## src/rtl/quad_encoder_gen.sv

```systemverilog
// quad_encoder_gen: quadrature A/B waveform generator driven by signed step commands
// Ports: iCLK/iRESET clock and async active-high reset; iCMD_VALID/oCMD_READY/iCMD_STEPS/iCMD_PERIOD
// command handshake; iABORT stops a run; iPOS_CLEAR zeroes oPOSITION; oENC_A/oENC_B quadrature
// outputs; oBUSY running; oDONE completion pulse; oPOSITION signed running edge count.
module quad_encoder_gen #(
  parameter int pSTEP_BITS = 16,
  parameter int pDIV_BITS  = 16
) (
  input  logic                  iCLK,
  input  logic                  iRESET,
  input  logic                  iCMD_VALID,
  output logic                  oCMD_READY,
  input  logic [pSTEP_BITS-1:0] iCMD_STEPS,
  input  logic [pDIV_BITS-1:0]  iCMD_PERIOD,
  input  logic                  iABORT,
  input  logic                  iPOS_CLEAR,
  output logic                  oENC_A,
  output logic                  oENC_B,
  output logic                  oBUSY,
  output logic                  oDONE,
  output logic [pSTEP_BITS-1:0] oPOSITION
);
  typedef enum logic {IDLE, RUN} state_t;
  state_t                state_q, state_d;
  logic                  dir_q, dir_d;
  logic [pSTEP_BITS-1:0] rem_q, rem_d, pos_q, pos_d;
  logic [pDIV_BITS-1:0]  per_q, per_d, div_q, div_d, per_in;
  logic [1:0]            ab_q, ab_d;
  logic                  done_q, done_d, step;
  always_comb begin
    state_d = state_q;
    dir_d   = dir_q;
    rem_d   = rem_q;
    per_d   = per_q;
    div_d   = div_q;
    ab_d    = ab_q;
    done_d  = 1'b0;
    per_in  = (iCMD_PERIOD == '0) ? pDIV_BITS'(1) : iCMD_PERIOD;
    step    = (state_q == RUN) && !iABORT && (div_q == '0);
    if (state_q == IDLE && iCMD_VALID) begin
      if (iCMD_STEPS == '0) done_d = 1'b1;
      else begin
        state_d = RUN;
        dir_d   = iCMD_STEPS[pSTEP_BITS-1];
        rem_d   = dir_d ? -iCMD_STEPS : iCMD_STEPS;
        per_d   = per_in;
        div_d   = per_in - pDIV_BITS'(1);
      end
    end else if (state_q == RUN) begin
      if (iABORT) state_d = IDLE;
      else if (div_q != '0) div_d = div_q - pDIV_BITS'(1);
      else begin
        // {A,B} forward 00->01->11->10 is {B,~A}; reverse is {~B,A}
        ab_d  = dir_q ? {~ab_q[0], ab_q[1]} : {ab_q[0], ~ab_q[1]};
        rem_d = rem_q - pSTEP_BITS'(1);
        div_d = per_q - pDIV_BITS'(1);
        if (rem_q == pSTEP_BITS'(1)) begin
          state_d = IDLE;
          done_d  = 1'b1;
        end
      end
    end
    pos_d = iPOS_CLEAR ? '0 : !step ? pos_q : dir_q ? pos_q - pSTEP_BITS'(1) : pos_q + pSTEP_BITS'(1);
  end
  always_ff @(posedge iCLK or posedge iRESET) begin
    if (iRESET) begin
      state_q <= IDLE;
      dir_q   <= 1'b0;
      rem_q   <= '0;
      per_q   <= '0;
      div_q   <= '0;
      ab_q    <= 2'b00;
      pos_q   <= '0;
      done_q  <= 1'b0;
    end else begin
      state_q <= state_d;
      dir_q   <= dir_d;
      rem_q   <= rem_d;
      per_q   <= per_d;
      div_q   <= div_d;
      ab_q    <= ab_d;
      pos_q   <= pos_d;
      done_q  <= done_d;
    end
  end
  assign oENC_A     = ab_q[1];
  assign oENC_B     = ab_q[0];
  assign oBUSY      = (state_q == RUN);
  assign oCMD_READY = (state_q == IDLE);
  assign oDONE      = done_q;
  assign oPOSITION  = pos_q;
endmodule
```

## config.mk

```make
export PLATFORM = sky130hd
export DESIGN_NAME = quad_encoder_gen
export DESIGN_NICKNAME = d
export VERILOG_FILES = /design/src/rtl/quad_encoder_gen.sv
export SDC_FILE = /design/constraint.sdc
export NUM_CORES = 1
export LEC_CHECK = 0
export CAP_MARGIN = 20
export CELL_PAD_IN_SITES_DETAIL_PLACEMENT = 1
export CELL_PAD_IN_SITES_GLOBAL_PLACEMENT = 1
export CORE_MARGIN = 10
export CORE_UTILIZATION = 40
export DETAILED_ROUTE_END_ITERATION = 12
export MAX_ROUTING_LAYER = met4
export PLACE_DENSITY = 0.79
export SYNTH_ARGS = -nofsm -noshare
export SYNTH_HDL_FRONTEND = slang
export SYNTH_SLANG_ARGS = --single-unit
```

## constraint.sdc

```tcl
create_clock -name iCLK -period 3.5 [get_ports iCLK]
set_input_delay 0.7 -clock iCLK [delete_from_list [all_inputs] [get_ports iCLK]]
set_output_delay 0.7 -clock iCLK [all_outputs]
set_load 0.05 [all_outputs]
```

==> results of run 1 <==
-- registers in the layout, summed over array words and instances (netlist names) --
name / cells
oDONE: 1
div_q: 16
ab_q: 2
rem_q: 16
oBUSY: 1
dir_q: 1
per_q: 16
oPOSITION: 16
-- worst paths after layout --
path / slack (ps) / endpoint / startpoint / depth (start not counted)
setup / recovery: 430 / div_q[6] / iCMD_PERIOD[5] / 11
hold / removal: 510 / rem_q[4] / rem_q[4] / 1
setup reg to reg: 520 / div_q[6] / div_q[2] / 11
hold reg to reg: 510 / rem_q[4] / rem_q[4] / 1
max in group asynchronous: 2070 / rem_q[10] / iRESET / 3
min in group asynchronous: 770 / per_q[9] / iRESET / 2
-- power groups by stage --
stage / sequential, mW / clock [mW] / combinational, mW
final: 1.20 / 1.00 / 0.916
after global routing: 1.23 / 1.05 / 1.03
after CTS: 1.19 / 1.02 / 0.922
after detailed placement: 1.20 / 0 / 0.912
after global placement: 1.19 / 0 / 0.859
after floorplan: 1.14 / 0 / 0.664
-- worst register-to-register path, stage by stage (launching register included) --
cell,delay (ps)
dfrtp_1,430
nor4_1,430
and4_1,530
a211oi_2,140
a21oi_2,170
inv_1,60
ha_1,200
o211a_1,150
and3_1,200
mux2i_1,180
nand2_1,90
a32o_1,280
-- cells in the mapped netlist, types with 3 or more instances --
cell	count
a211oi_1	4
a21oi_1	57
a22o_1	5
a22oi_1	3
a31oi_1	6
and2_1	3
buf_1	3
buf_2	7
buf_4	3
clkbuf_1	11
dfrtp_1	69
ha_1	18
inv_1	7
mux2_2	8
mux2_4	8
mux2i_1	3
nand2_1	76
nand2b_1	3
nand3_1	12
nand3b_1	3
nor2_1	56
nor2_4	3
nor2b_1	4
nor3_1	20
nor4_1	11
o21ai_0	46
o21ai_1	10
o22a_1	3
o22ai_1	4
o31ai_1	4
or3_1	5
xnor2_1	27
xor2_1	11
-- metal layers --
| metal | wire length (microns) | part of all wire [%] | vias up | track usage (%) |
|---|---|---|---|---|
| li1 | - | - | 2105 | - |
| met1 | 6510 | 46 | 2180 | 22.1 |
| met2 | 6960 | 50 | 71 | 29.7 |
| met3 | 449 | 3.2 | 9 | 3.20 |
| met4 | 106 | 0.76 | 0 | 4.26 |
| met5 | 0 | 0 | - | - |
-- area by class of cell --
| cell class | count | area, sq um |
|---|---|---|
| Sequential cell | 69 | 1730 |
| Clock buffer | 10 | 239 |
| Clock inverter | 6 | 86.3 |
| Fill cell | 1358 | 5670 |
| Inverter | 7 | 26.3 |
| Multi-Input combinational cell | 451 | 2850 |
| Timing Repair Buffer | 71 | 688 |
| Tap cell | 143 | 179 |
-- logic make-up (layout without fill, tap and decap cells) --
kind of cell,Yosys count,in the layout
simple gates,212,212
compound gates,163,163
xor+xnor,38,38
buf+inv,32,94
mux,19,19
flops,69,69
fa+ha+maj,19,19
==> flow_summary_export.csv, run 1 <==
group,metric,value,unit
status,status,"finished clean",
route,wirelength,14000,microns
finish,stdcell_area,5790,sq um
worst_setup_path,crit_path_start_kind,"primary input",
synth,synth_top_family_by_area,"simple AND/OR/NAND/NOR gates",
worst_setup_path,cp_top_family,"compound AO/OA/AOI/OAI gates",
sta,fin_crit_sh,87.6,%
floorplanning,dieArea,16500,sq um
placement,globalplace.congestion,0.903,
route,vias,4365,
finish,final_util,50.5,%
route,wire_per_inst,18.5,microns
route,drtPass1Iterations,4,
power,seqPwrFrac,38.5,%
sta,slew_headroom,51.7,%
finish,drive_gt1_share,10.4,%
clocking,post-cts-setup-buffer-count,0,
floorplanning,die_h,129,microns
sta,finalWorstSetupSlack,434,ps
sta,finClkSkew,7.23,ps
sta,min_period,3070,ps
grt,overflow,0,
power,ir_drop,263,uV
finish,nNetsFinal,665,
clocking,path_clk_slew,60,ps
synth,synth_simple_gate_area_share,21.8,%
sta,fmax,326,MHz
grt,antenna_found_initial,0,
finish,stdcell_count,757,
worst_setup_path,worstPathArrival,3280,ps
synth,ys_seq_elements,69,
power,p_total,3.12,mW
power,clockPowerShare,32.2,%
grt,grt_start_max_net_pins,44,
floorplanning,io_pins,58,
worst_setup_path,critPathKind,"primary input to flip-flop",
sta,report.final.slew_viol_count,0,
clocking,cts_root_buffer,"clkbuf_16",
power,power_switching,1.09,mW
clocking,clock_latency,330,ps
worst_setup_path,cpMaxStageDelayCell,"clkdlybuf4s50_1",
placement,port_buffers,57,
sta,finalSetupViolCount,0,
clocking,cts_buffer_depth,2,
floorplanning,initial_core_util,41.1,%
clocking,numCtsBuffers,9,
synth,synth.distinct_cells,65,
clocking,clock-sinks,69,
floorplanning,rows,39,
clocking,cts_tree,"built",
finish,area_delta_synth_final,22.9,%
worst_setup_path,crit_path_max_incr_delay,500,ps
sta,fin_tns_setup,0,ps
floorplanning,coreArea,11500,sq um
synth,synth_area,4710,sq um
sta,rsz0062_at_grt,"false",
route,final_antenna_net_count,0,
synth,synthXorXnorAreaFrac,7.06,%
route,drc,0,
placement,place_area,5470,sq um
grt,grt_pass1_wl,23900,microns
synth,syn_inst,552,
power,p_int,2.03,mW
synth,synth_fa_ha_area_share,5.20,%
route,drt_iter0_markers,354,
clocking,ctsResizeCount,0,
synth,syn_area_per_cell,8.54,sq um
placement,place_hpwl,10400,microns
synth,synth_area_leaders,"dfrtp_1 (37%), a21oi_1 (6.1%), nand2_1 (6.1%)",
synth,synth_top_area_share,36.6,%
clocking,htreeDepth,3,
worst_setup_path,cp.required,3710,ps
power,cellPowerDensity,539,nW/um^2
synth,synth_area_leader_cell,"dfrtp_1",
finish,final_cell_mix,"nand2_1 (76), dfrtp_1 (69), a21oi_1 (57), clkdlybuf4s50_1 (57), nor2_1 (56)",
synth,muxShareOfSynthArea,5.10,%
sta,worst_pin_slew,722,ps
finish,antenna-diode-count,0,
grt,grt.total_usage,17.9,%
grt,grt_pass1_vias,4728,
synth,yosysSeqAreaShare,36.6,%
route,viasPerCell,5.77,
finish,layout_commonest_cell,"nand2_1",
synth,syn-num-nets,608,
power,combPwrFrac,29.3,%
placement,pre_cts_slack,120,ps
run,maxCapViolations,0,
min_path,hold_class,"flip-flop to flip-flop",
synth,synth_edf_count,0,
worst_setup_path,worstPathMaxFanout,4,
worst_setup_path,crit_chain,"clkdlybuf4s50_1 -> nor4_1 -> a41oi_1 -> a21oi_2 -> inv_1 -> ha_1 -> o211a_1 -> and3_1 -> mux2i_1 -> nand2_1 -> a32o_1",
worst_setup_path,end_kind,"flip-flop",
synth,yosysWarnings,0,
clocking,cts_hold_buf,0,
worst_setup_path,crit_buf_inv,2,
synth,synth_top_flop_cell,"dfrtp_1",
sta,hold_ws,510,ps
synth,synthArstFlopShare,100,%
power,switching_share,35.0,%
placement,dp_cells,741,
synth,synth_compound_area_share,21.1,%
power,p_leak,2.33,nW
floorplanning,die_w,129,microns
sta,final_hold_viol_count,0,
Note: power is estimated with default switching activity, not from simulation.
==> run 2: changes to the inputs <==
--- a/config.mk
+++ b/config.mk
@@ -10,6 +10,7 @@
 export CELL_PAD_IN_SITES_GLOBAL_PLACEMENT = 1
 export CORE_MARGIN = 10
 export CORE_UTILIZATION = 40
+export CTS_BUF_LIST = sky130_fd_sc_hd__clkbuf_4
 export DETAILED_ROUTE_END_ITERATION = 12
 export MAX_ROUTING_LAYER = met4
 export PLACE_DENSITY = 0.79
==> flow_summary_export.csv, run 2 (synthesis gave the netlist of run 1 again) <==
group,metric,value,unit
status,status,"finished clean",
power,p_total,2.71,mW
route,drt_iter0_markers,354,
finish,layout_commonest_cell,"nand2_1",
grt,grt_pass1_vias,4717,
finish,stdcell_count,757,
worst_setup_path,crit_path_start_kind,"flip-flop",
finish,stdcell_area,5630,sq um
min_path,hold_path_depth,1,
clocking,post-cts-setup-buffer-count,0,
sta,worst_pin_slew,730,ps
floorplanning,coreArea,11500,sq um
clocking,cts_hold_buf,0,
power,p_leak,2.25,nW
finish,nNetsFinal,665,
route,drc,0,
sta,fin_crit_sh,85.7,%
sta,min_period,3000,ps
worst_setup_path,r2r_cells,11,
finish,area_delta_synth_final,19.3,%
sta,hold_ws,517,ps
worst_setup_path,regToRegEndpoint,"div_q[6]",
placement,place_area,5470,sq um
finish,final_cell_mix,"nand2_1 (76), dfrtp_1 (69), a21oi_1 (57), clkdlybuf4s50_1 (57), nor2_1 (56)",
sta,report.final.slew_viol_count,0,
floorplanning,io_pins,58,
worst_setup_path,cpMaxStageDelayCell,"and4_1",
grt,grt_pass1_wl,23400,microns
grt,overflow,0,
sta,finClkSkew,20.7,ps
route,viasPerCell,5.72,
clocking,htreeDepth,3,
sta,final_hold_viol_count,0,
worst_setup_path,crit_path_max_incr_delay,540,ps
worst_setup_path,crit_chain,"nor4_1 -> and4_1 -> a211oi_2 -> a21oi_2 -> inv_1 -> ha_1 -> o211a_1 -> and3_1 -> mux2i_1 -> nand2_1 -> a32o_1",
worst_setup_path,cp.required,3830,ps
run,maxCapViolations,0,
sta,rsz0062_at_grt,"false",
floorplanning,initial_core_util,41.1,%
clocking,cts_tree,"built",
placement,place_hpwl,10400,microns
power,cellPowerDensity,482,nW/um^2
floorplanning,dieArea,16500,sq um
grt,antenna_found_initial,0,
clocking,path_clk_slew,120,ps
worst_setup_path,end_kind,"flip-flop",
sta,fin_tns_setup,0,ps
clocking,cts_buffer_depth,2,
floorplanning,die_h,129,microns
finish,drive_gt1_share,10.3,%
worst_setup_path,critPathKind,"flip-flop to flip-flop",
min_path,holdCritStartpoint,"rem_q[4]",
sta,finalWorstSetupSlack,499,ps
route,final_antenna_net_count,0,
min_path,hold_class,"flip-flop to flip-flop",
route,drtPass1Iterations,4,
placement,port_buffers,57,
grt,grt_start_max_net_pins,44,
placement,globalplace.congestion,0.903,
clocking,ctsResizeCount,0,
worst_setup_path,timing.rr.start,"div_q[2]",
clocking,clock-sinks,69,
finish,final_util,49.1,%
sta,slew_headroom,51.2,%
clocking,cts_root_buffer,"clkbuf_4",
floorplanning,die_w,129,microns
floorplanning,rows,39,
worst_setup_path,worstPathArrival,3330,ps
finish,antenna-diode-count,0,
route,wirelength,13800,microns
sta,finalSetupViolCount,0,
route,wire_per_inst,18.2,microns
placement,pre_cts_slack,120,ps
clocking,clock_latency,440,ps
worst_setup_path,rrSetupSlack,500,ps
clocking,numCtsBuffers,9,
power,ir_drop,238,uV
worst_setup_path,worstPathMaxFanout,10,
min_path,holdPathEnd,"rem_q[4]",
route,vias,4333,
sta,fmax,333,MHz
placement,dp_cells,741,
grt,grt.total_usage,17.5,%
-- run 2: cell type report --
type | instances | area (sq um)
Fill cell | 1376 | 5840
Multi-Input combinational cell | 451 | 2850
Sequential cell | 69 | 1730
Timing Repair Buffer | 71 | 688
Tap cell | 143 | 179
Clock inverter | 7 | 90.1
Clock buffer | 9 | 67.6
Inverter | 7 | 26.3
-- run 2: layer usage --
layer	share of wire, %	GRT usage (%)	vias up
met5	0	-	-
met4	1.1	4.06	0
met3	3.6	3.20	16
met2	49	29.0	79
met1	46	21.7	2141
li1	-	-	2097
-- run 2: worst max-delay path by stage --
stage,cells after the start,end,from
2_1_floorplan,14,div_q[6],iCMD_VALID
3_3_place_gp,8,div_q[6],iCMD_STEPS[6]
3_5_place_dp,11,div_q[6],iCMD_PERIOD[9]
4_1_cts,11,div_q[6],div_q[2]
5_1_grt,11,div_q[6],div_q[2]
6_report,11,div_q[6],div_q[2]
-- run 2: where the power goes --
| part | switching (mW) | total [mW] | internal [mW] |
|---|---|---|---|
| registers | 0.209 | 1.19 | 0.985 |
| clock network | 0.321 | 0.607 | 0.286 |
| logic | 0.511 | 0.911 | 0.400 |
-- run 2: critical path, delay by kind of cell, from the launching register on --
| kind | cells | cell delay [ps] |
|---|---|---|
| compound gates | 4 | 740 |
| fa+ha+maj | 1 | 200 |
| buf+inv | 1 | 60 |
| flops | 1 | 450 |
| mux | 1 | 170 |
| simple gates | 4 | 1270 |
